File: config.mk
export PLATFORM = sky130hd
export DESIGN_NAME = rf_multiport
export DESIGN_NICKNAME = d
export VERILOG_FILES = /design/src/rtl/rf_pkg.sv /design/src/rtl/rf_byte_merge.sv /design/src/rtl/rf_multiport.sv
export SDC_FILE = /design/constraint.sdc
export NUM_CORES = 2
export LEC_CHECK = 0
export CORE_UTILIZATION = 45
export CTS_CLUSTER_SIZE = 8
export DETAILED_ROUTE_END_ITERATION = 16
export SKIP_CTS_REPAIR_TIMING = 1
export SYNTH_ARGS = -nofsm -noshare
export SYNTH_HDL_FRONTEND = slang
export SYNTH_SLANG_ARGS = --single-unit
export TNS_END_PERCENT = 50
File: constraint.sdc
create_clock -name clk -period 6.5 [get_ports clk]
set_input_delay 0.65 -clock clk [delete_from_list [all_inputs] [get_ports clk]]
set_output_delay 0.65 -clock clk [all_outputs]
set_load 0.03 [all_outputs]
File: src/rtl/rf_pkg.sv
// Shared defaults and the byte-lane helper for the multiport register file.
package rf_pkg;
  localparam int RF_DATA_W   = 32;
  localparam int RF_ADDR_W   = 5;
  localparam int RF_NRD      = 2;
  localparam int RF_ZERO_REG = 1;
  localparam int RF_BYPASS   = 1;

  function automatic int rf_lanes(input int data_w);
    return data_w / 8;
  endfunction

  localparam int RF_LANES = rf_lanes(RF_DATA_W);
endpackage

File: src/rtl/rf_byte_merge.sv
// Per-lane merge of two write ports onto an old value; port 1 wins a shared lane.
// Purely combinational, no backpressure.
module rf_byte_merge
  import rf_pkg::*;
#(
  parameter int DATA_W = RF_DATA_W
) (
  input  logic [DATA_W-1:0]           old_val,
  input  logic                        en0,
  input  logic [rf_lanes(DATA_W)-1:0] be0,
  input  logic [DATA_W-1:0]           wd0,
  input  logic                        en1,
  input  logic [rf_lanes(DATA_W)-1:0] be1,
  input  logic [DATA_W-1:0]           wd1,
  output logic [DATA_W-1:0]           merged
);
  localparam int LANES = rf_lanes(DATA_W);

  always_comb begin
    merged = old_val;
    for (int i = 0; i < LANES; i++) begin
      if (en1 && be1[i])
        merged[i*8 +: 8] = wd1[i*8 +: 8];
      else if (en0 && be0[i])
        merged[i*8 +: 8] = wd0[i*8 +: 8];
    end
  end
endmodule

File: src/rtl/rf_multiport.sv
// Two-write, NRD-read register file with byte enables, optional write bypass and a busy scoreboard.
// Reads and rbusy are combinational (latency 0); writes/issues land at the clock edge; no backpressure.
module rf_multiport
  import rf_pkg::*;
#(
  parameter int DATA_W   = RF_DATA_W,
  parameter int ADDR_W   = RF_ADDR_W,
  parameter int NRD      = RF_NRD,
  parameter int ZERO_REG = RF_ZERO_REG,
  parameter int BYPASS   = RF_BYPASS
) (
  input  logic                        clk,
  input  logic                        reset,
  input  logic                        we0,
  input  logic                        we1,
  input  logic [ADDR_W-1:0]           wa0,
  input  logic [ADDR_W-1:0]           wa1,
  input  logic [DATA_W-1:0]           wd0,
  input  logic [DATA_W-1:0]           wd1,
  input  logic [rf_lanes(DATA_W)-1:0] be0,
  input  logic [rf_lanes(DATA_W)-1:0] be1,
  input  logic [NRD*ADDR_W-1:0]       ra,
  output logic [NRD*DATA_W-1:0]       rd,
  output logic [NRD-1:0]              rbusy,
  input  logic                        iss_v,
  input  logic [ADDR_W-1:0]           iss_a,
  output logic [ADDR_W:0]             busy_cnt
);
  localparam int DEPTH = 2 ** ADDR_W;

  logic [DATA_W-1:0] mem     [DEPTH];
  logic [DATA_W-1:0] mem_nxt [DEPTH];
  logic [DEPTH-1:0]  busy, busy_nxt;
  logic              we0_e, we1_e, iss_e;
  logic              inc, dec0, dec1;

  // Address 0 is masked out here so it can never be written or marked busy.
  assign we0_e = we0 && !(ZERO_REG != 0 && wa0 == '0);
  assign we1_e = we1 && !(ZERO_REG != 0 && wa1 == '0);
  assign iss_e = iss_v && !(ZERO_REG != 0 && iss_a == '0);

  for (genvar r = 0; r < DEPTH; r++) begin : g_wr
    rf_byte_merge #(.DATA_W(DATA_W)) u_merge (
      .old_val (mem[r]),
      .en0     (we0_e && wa0 == ADDR_W'(r)),
      .be0     (be0),
      .wd0     (wd0),
      .en1     (we1_e && wa1 == ADDR_W'(r)),
      .be1     (be1),
      .wd1     (wd1),
      .merged  (mem_nxt[r])
    );
  end

  always_ff @(posedge clk or negedge reset) begin
    if (!reset) begin
      for (int i = 0; i < DEPTH; i++) mem[i] <= '0;
    end else begin
      for (int i = 0; i < DEPTH; i++) mem[i] <= mem_nxt[i];
    end
  end

  for (genvar k = 0; k < NRD; k++) begin : g_rd
    logic [ADDR_W-1:0] a;
    assign a = ra[k*ADDR_W +: ADDR_W];
    // Bypass is gated by reset so that asserting reset zeroes rd immediately.
    rf_byte_merge #(.DATA_W(DATA_W)) u_byp (
      .old_val (mem[a]),
      .en0     (BYPASS != 0 && reset && we0_e && wa0 == a),
      .be0     (be0),
      .wd0     (wd0),
      .en1     (BYPASS != 0 && reset && we1_e && wa1 == a),
      .be1     (be1),
      .wd1     (wd1),
      .merged  (rd[k*DATA_W +: DATA_W])
    );
    assign rbusy[k] = busy[a];
  end

  always_comb begin
    busy_nxt = busy;
    if (we0_e && |be0) busy_nxt[wa0] = 1'b0;
    if (we1_e && |be1) busy_nxt[wa1] = 1'b0;
    if (iss_e)         busy_nxt[iss_a] = 1'b1;
  end

  // Incremental count: a clear only counts when the target was busy and not re-issued,
  // and two ports clearing one address count once.
  assign inc  = iss_e && !busy[iss_a];
  assign dec0 = we0_e && |be0 && busy[wa0] && !(iss_e && iss_a == wa0);
  assign dec1 = we1_e && |be1 && busy[wa1] && !(iss_e && iss_a == wa1) && !(dec0 && wa0 == wa1);

  always_ff @(posedge clk or negedge reset) begin
    if (!reset) begin
      busy     <= '0;
      busy_cnt <= '0;
    end else begin
      busy     <= busy_nxt;
      busy_cnt <= busy_cnt + {{ADDR_W{1'b0}}, inc} - {{ADDR_W{1'b0}}, dec0}
                           - {{ADDR_W{1'b0}}, dec1};
    end
  end
endmodule

**Word level (Yosys, flattened, before mapping)**

Cells that the tools add are included.

- Output and inout bits: 72
- Logic and storage cells: 1015
- Bits of input ports: 102
- Register bits: 1062

- Muxes and demuxes: 297
- Bitwise logic cells: 7
- $lt $le $gt $ge: 10
- Equal/unequal tests: 69
- Add/sub/neg operators: 3
- Reduce and logical (&&, ||, !) cells: 499

Operators with widths:

| cell | count |
|---|---|
| 8-bit 2-to-1 mux | 272 |
| 1-bit logical AND | 359 |
| 32-bit binary-select mux with 5-bit select | 2 |
| 2-bit nonzero test | 128 |
| 32-bit 2-to-1 mux | 7 |
| 5-bit equality test (second input constant) | 32 |
| 5-bit by 4-bit equality test with 1-bit output (second input constant) | 16 |
| 32-bit AND | 2 |
| 32-bit NOT | 2 |
| 5-bit by 3-bit equality test with 1-bit output (second input constant) | 8 |
| 5-bit equality test | 7 |
| 32-bit bitwise OR | 1 |
| 5-bit by 6-bit less-than comparator with 1-bit output (second input constant) | 5 |
| 1-bit binary-select mux with 5-bit select | 5 |
| 5-bit by 2-bit equality test with 1-bit output (second input constant) | 4 |
| 1-bit demux with 5-bit select | 3 |
| 5-bit by 1-bit >= comparator with 1-bit output (second input constant) | 3 |
| 5-bit logical NOT | 3 |
| 6-bit >= comparator (second input constant) | 2 |
| 5-bit NOT with 6-bit output | 2 |
| 6-bit by 1-bit subtractor with 6-bit output | 2 |
| 5-bit by 1-bit equality test with 1-bit output (second input constant) | 2 |
| 1-bit 2-to-1 mux | 8 |
| 4-bit OR reduction | 2 |
| other kinds (2) | 8 |

**Logic depth before layout (Yosys ltp)**

- Word-level depth: 11
- Depth in mapped cells: 17
- Mapped depth without buffers: 15

**By module**

From an unflattened synthesis, not the netlist that was laid out.

- Cells, all modules: 7460
- Area total of the unflattened synthesis: 85131.6 um^2

By module, submodules not included:

| module | instances | sequential area each (um^2) | cells each | area an instance (um^2) |
|---|---|---|---|---|
| rf_multiport | 1 | 26575.5 | 2360 | 45823.9 |
| rf_byte_merge | 34 | 0.0 | 150 | 1156.1 |

**Least setup slack after synthesis**

OpenSTA, ideal clock, no wires.

- Path type: in2reg
- Start point: input port wa1[1]
- End point: register busy_cnt[5]
- Library setup time: 0.124 ns
- Required time: 6.376 ns
- Setup slack: 2.711 ns
- Arrival time: 3.665 ns
- Path buffers: 2
- Stages on the path: 15
- Path through: buf_4 > buf_2 > mux2i_1 > a22oi_1 > nand3_1 > nand2_1 > o31ai_1 > mux2_2 > ha_1 > ha_1 > ha_1 > fa_1 > a21o_1 > a21oi_1 > xnor2_1

- Cells in the longest elaborated chain, start to end: 8
- Elaborated cells on any way between the ends: 16
- Classes of those cells: 1 x add/sub; 2 x eq/ne; 2 x mux; 11 x reduce/logical

RTL lines:

| item | line | text |
|---|---|---|
| from (decl) | rf_multiport.sv:17 | `input logic [ADDR_W-1:0] wa1,` |
| branches (longest 6 deep; another with 1-bit binary-select mux with 5-bit select) | n/a |  |
| 1-bit logical AND * | rf_multiport.sv:91 | `assign dec1 = we1_e && \|be1 && busy[wa1] && !(iss_e && iss_a == wa1) && !(dec0 && wa0 == wa1);` |
| 6-bit by 1-bit subtractor with 6-bit output * | rf_multiport.sv:100 | `- {{ADDR_W{1'b0}}, dec1};` |
| to (signal assigned) | rf_multiport.sv:99 | `busy_cnt <= busy_cnt + {{ADDR_W{1'b0}}, inc} - {{ADDR_W{1'b0}}, dec0}` |
| to (decl) | rf_multiport.sv:27 | `output logic [ADDR_W:0] busy_cnt` |

Mark *: on every way between the ends. The select of a mux whose other input is x is not followed.
A chain may end at the register's enable or synchronous reset.

**Worst setup path after layout**

- Start point: input port wa0[3]
- End point: output port rd[51]

- Cells in the longest elaborated chain, start to end: 8
- Elaborated cells on any way between the ends: 9
- Classes of those cells: 1 x eq/ne; 2 x mux; 6 x reduce/logical

RTL lines:

| item | line | text |
|---|---|---|
| from (decl) | rf_multiport.sv:16 | `input logic [ADDR_W-1:0] wa0,` |
| 5-bit logical NOT | rf_multiport.sv:38 | `assign we0_e = we0 && !(ZERO_REG != 0 && wa0 == '0);` |
| 1-bit logical NOT | rf_multiport.sv:38 |  |
| 1-bit logical AND | rf_multiport.sv:38 |  |
| 1-bit logical AND | rf_multiport.sv:69 | `.en0 (BYPASS != 0 && reset && we0_e && wa0 == a),` |
| 1-bit logical AND * | rf_multiport.sv:69 |  |
| 1-bit logical AND * | rf_byte_merge.sv:24 | `else if (en0 && be0[i])` |
| 8-bit 2-to-1 mux * | rf_byte_merge.sv:24 |  |
| 8-bit 2-to-1 mux * | rf_byte_merge.sv:22 | `if (en1 && be1[i])` |
| to (decl) | rf_multiport.sv:23 | `output logic [NRD*DATA_W-1:0] rd,` |

Mark *: on every way between the ends. The rest lies on a longest branch, timed or not.

==> flow_summary_export.csv <==
group,metric,value,unit
place,gp_congestion,0.9712,
place,placedCellCount,8285,
pwr,ir_drop,164.8,µV
flow_run,cap_violations,1,
clocking,cts_buffers,152,
setup_path,r2r-end,"busy_cnt[5]",
sta,tns,0,ns
logic_synthesis,synth_cell_type_count,56,
setup_path,cpMostUsedCell,"clkdlybuf4s50_1",
hold_path,worst_hold_path_type,"flop to flop",
setup_path,crit_type,"input pin to output pin",
route,antenna_left,0,
global_route,antenna_found_initial,20,
setup_path,cp-end-kind,"output pin",
logic_synthesis,synth-main-ff-cell,"dfrtp_1",
outcome,status,"finished with violations",
setup_path,cp_data_required_time,5.85,ns
layout,seq_area,26580,µm²
route,wl,268000,µm
layout,multi_input_area,39800,µm²
setup_path,cp_slowest_cell,"clkdlybuf4s50_1",
floorplan,dieArea,156500,µm²
floorplan,die_h,395.6,µm
place,io_buffers,173,
clocking,cts_tree,"built",
sta,tightestPinTransition,1.476,ns
setup_path,critical_path.max_stage_delay,0.88,ns
logic_synthesis,syn_area,69720,µm²
setup_path,r2r_start,"busy[15]",
global_route,grt_use_total,0.3388,
layout,drive_gt1_frac,0.1554,
route,dr.pass1.iters,8,
layout,fin_cells,8478,
setup_path,worst-path-stages,7,
clocking,clk_latency,0.79,ns
clocking,clockBufferDepth,3,
setup_path,path_cells,"clkdlybuf4s50_1 -> xor2_1 -> nor3_1 -> nand4_1 -> a311oi_1 -> a21o_1 -> clkdlybuf4s50_1",
sta,finalCritPeriodShare,0.8109,
layout,finalNetCount,6506,
pwr,power,23850,µW
global_route,grt_pass1_vias,52850,
clocking,cts.sinks,1062,
logic_synthesis,synth_area_per_cell,10.53,µm²
place,hpwl,175700,µm
layout,post-route-util,0.4965,
sta,clock.fmax,189.7,MHz
global_route,grt_max_degree,168,
clocking,clk_pin_slew,0.05,ns
floorplan,fp-row-count,144,
setup_path,cp-start-kind,"input pin",
clocking,root_buffer,"clkbuf_16",
logic_synthesis,ys_async_sr_fraction,1.000,
setup_path,rrSetupSlack,2.82,ns
logic_synthesis,ys_warn_count,0,
logic_synthesis,syn-num-nets,6728,
route,wl_per_cell,31.61,µm
logic_synthesis,synth_seq_cells,1062,
logic_synthesis,synth_seq_area_share,0.3812,
setup_path,reg2reg_depth,15,
setup_path,worstPathArrival,4.62,ns
layout,syn_to_final_growth,9.574,%
global_route,grt.overflow.total,0,
sta,rsz0062_at_grt,"false",
outcome,violations,"max-capacitance violations",
pwr,pwr_density_cell,312.2,nW/µm²
floorplan,die_x,395.6,µm
logic_synthesis,synth_edf_count,0,
route,num_vias,55100,
clocking,htree_num_levels,4,
logic_synthesis,syn-instance-count,6618,
floorplan,start_util,0.4531,
setup_path,endpoint,"rd[51]",
sta,hold_ws,0.3928,ns
route,viasPerCell,6.499,
sta,setup_viol,0,
global_route,grt_pass1_wl,384700,µm
pwr,p_leak,0.03781,µW
layout,fill_cells,13960,
sta,fin_skew,0.01611,ns
sta,maxSlewViolCount,0,
sta,fin_crit,5.271,ns
floorplan,core-area,153900,µm²
route,drt_iter0_drc,6509,
setup_path,crit_buf_inv,2,
sta,relSlewSlack,0.01495,
setup_path,crit_fanout,18,
floorplan,ios,174,
sta,hold_violations,0,
setup_path,crit_start,"wa0[3]",
route,drc,0,
setup_path,cpLargestDelayFamily,"buffers and inverters",
stage by stage:
step	cell area, µm²	worst slack (ns)
CTS	76340	1.396
global placement	72200	1.389
finish	76390	1.229
detailed placement	72200	1.417
global route	76350	1.144
floorplan	69720	2.711
Yosys cell counts, types with 65 or more instances:
cell,instances,share of area
nor2b_1,77,0.0069
a21o_1,66,0.0071
dfrtp_1,1062,0.38
clkbuf_1,457,0.025
nand2_1,344,0.019
mux2_2,67,0.011
a21oi_1,994,0.071
buf_6,67,0.011
o211ai_1,65,0.0070
mux4_2,542,0.18
buf_2,97,0.0070
mux2i_1,1152,0.17
nor2_1,1128,0.061
a211oi_1,67,0.0072
cell families after synthesis:
group | synth area share
AND/OR/NAND/NOR | 0.09345
XOR/XNOR | 0.005007
multiplexers | 0.3513
buffers and inverters | 0.04910
flip-flops | 0.3812
AO/OA/AOI/OAI | 0.1184
adder cells (fa/ha/maj) | 0.001543
worst min-delay path by stage:
stage               from        end  slack (ns)  depth (start not counted)
2_1_floorplan      reset    busy[0]        0.35                          0
3_3_place_gp    mem[997]   mem[997]        0.38                          0
3_5_place_dp    mem[999]   mem[999]        0.38                          0
4_1_cts            reset   mem[948]       -0.18                          1
5_1_grt         mem[996]   mem[996]        0.41                          0
6_report       mem[1016]  mem[1016]        0.39                          0
final cells by class:
| cell class | instances | area share |
|---|---|---|
| Clock inverter | 8 | 0.001720 |
| Clock buffer | 167 | 0.05244 |
| Tap cell | 2044 | 0.03348 |
| Sequential cell | 1062 | 0.3479 |
| Timing Repair Buffer | 334 | 0.04257 |
| Antenna cell | 17 | 0.0005569 |
| Multi-Input combinational cell | 4837 | 0.5209 |
| Inverter | 9 | 0.0004422 |
power by group:
| part | internal (µW) | switching [µW] |
|---|---|---|
| Sequential | 8330 | 1400 |
| Combinational | 3520 | 3230 |
| Clock | 4330 | 3040 |
layout by cell type, fill, tap and decap left out, drive strengths merged, types with 65 or more instances in the layout:
cell type / synthesis / routed
nor2: 1128 / 1128
a21o: 66 / 66
dfrtp: 1062 / 1062
mux2: 67 / 67
mux4: 542 / 542
mux2i: 1152 / 1152
clkdlybuf4s50: 0 / 158
o211ai: 65 / 65
clkbuf: 460 / 167
nor2b: 77 / 77
a21oi: 994 / 994
buf: 250 / 175
a211oi: 67 / 67
nand2: 345 / 345
flip-flops by register name (all words and copies together) (netlist names):
register and count:
busy 32, busy_cnt 6, mem 1024
metal layers:
layer | global-route usage | routed length, µm | up-vias
met5 | 0 | 131 | -
met4 | 0.1713 | 14240 | 18
met3 | 0.1097 | 29920 | 678
met2 | 0.4955 | 118200 | 3103
met1 | 0.4501 | 105500 | 27580
li1 | - | - | 23720
Power figures use the tool's default switching activity.
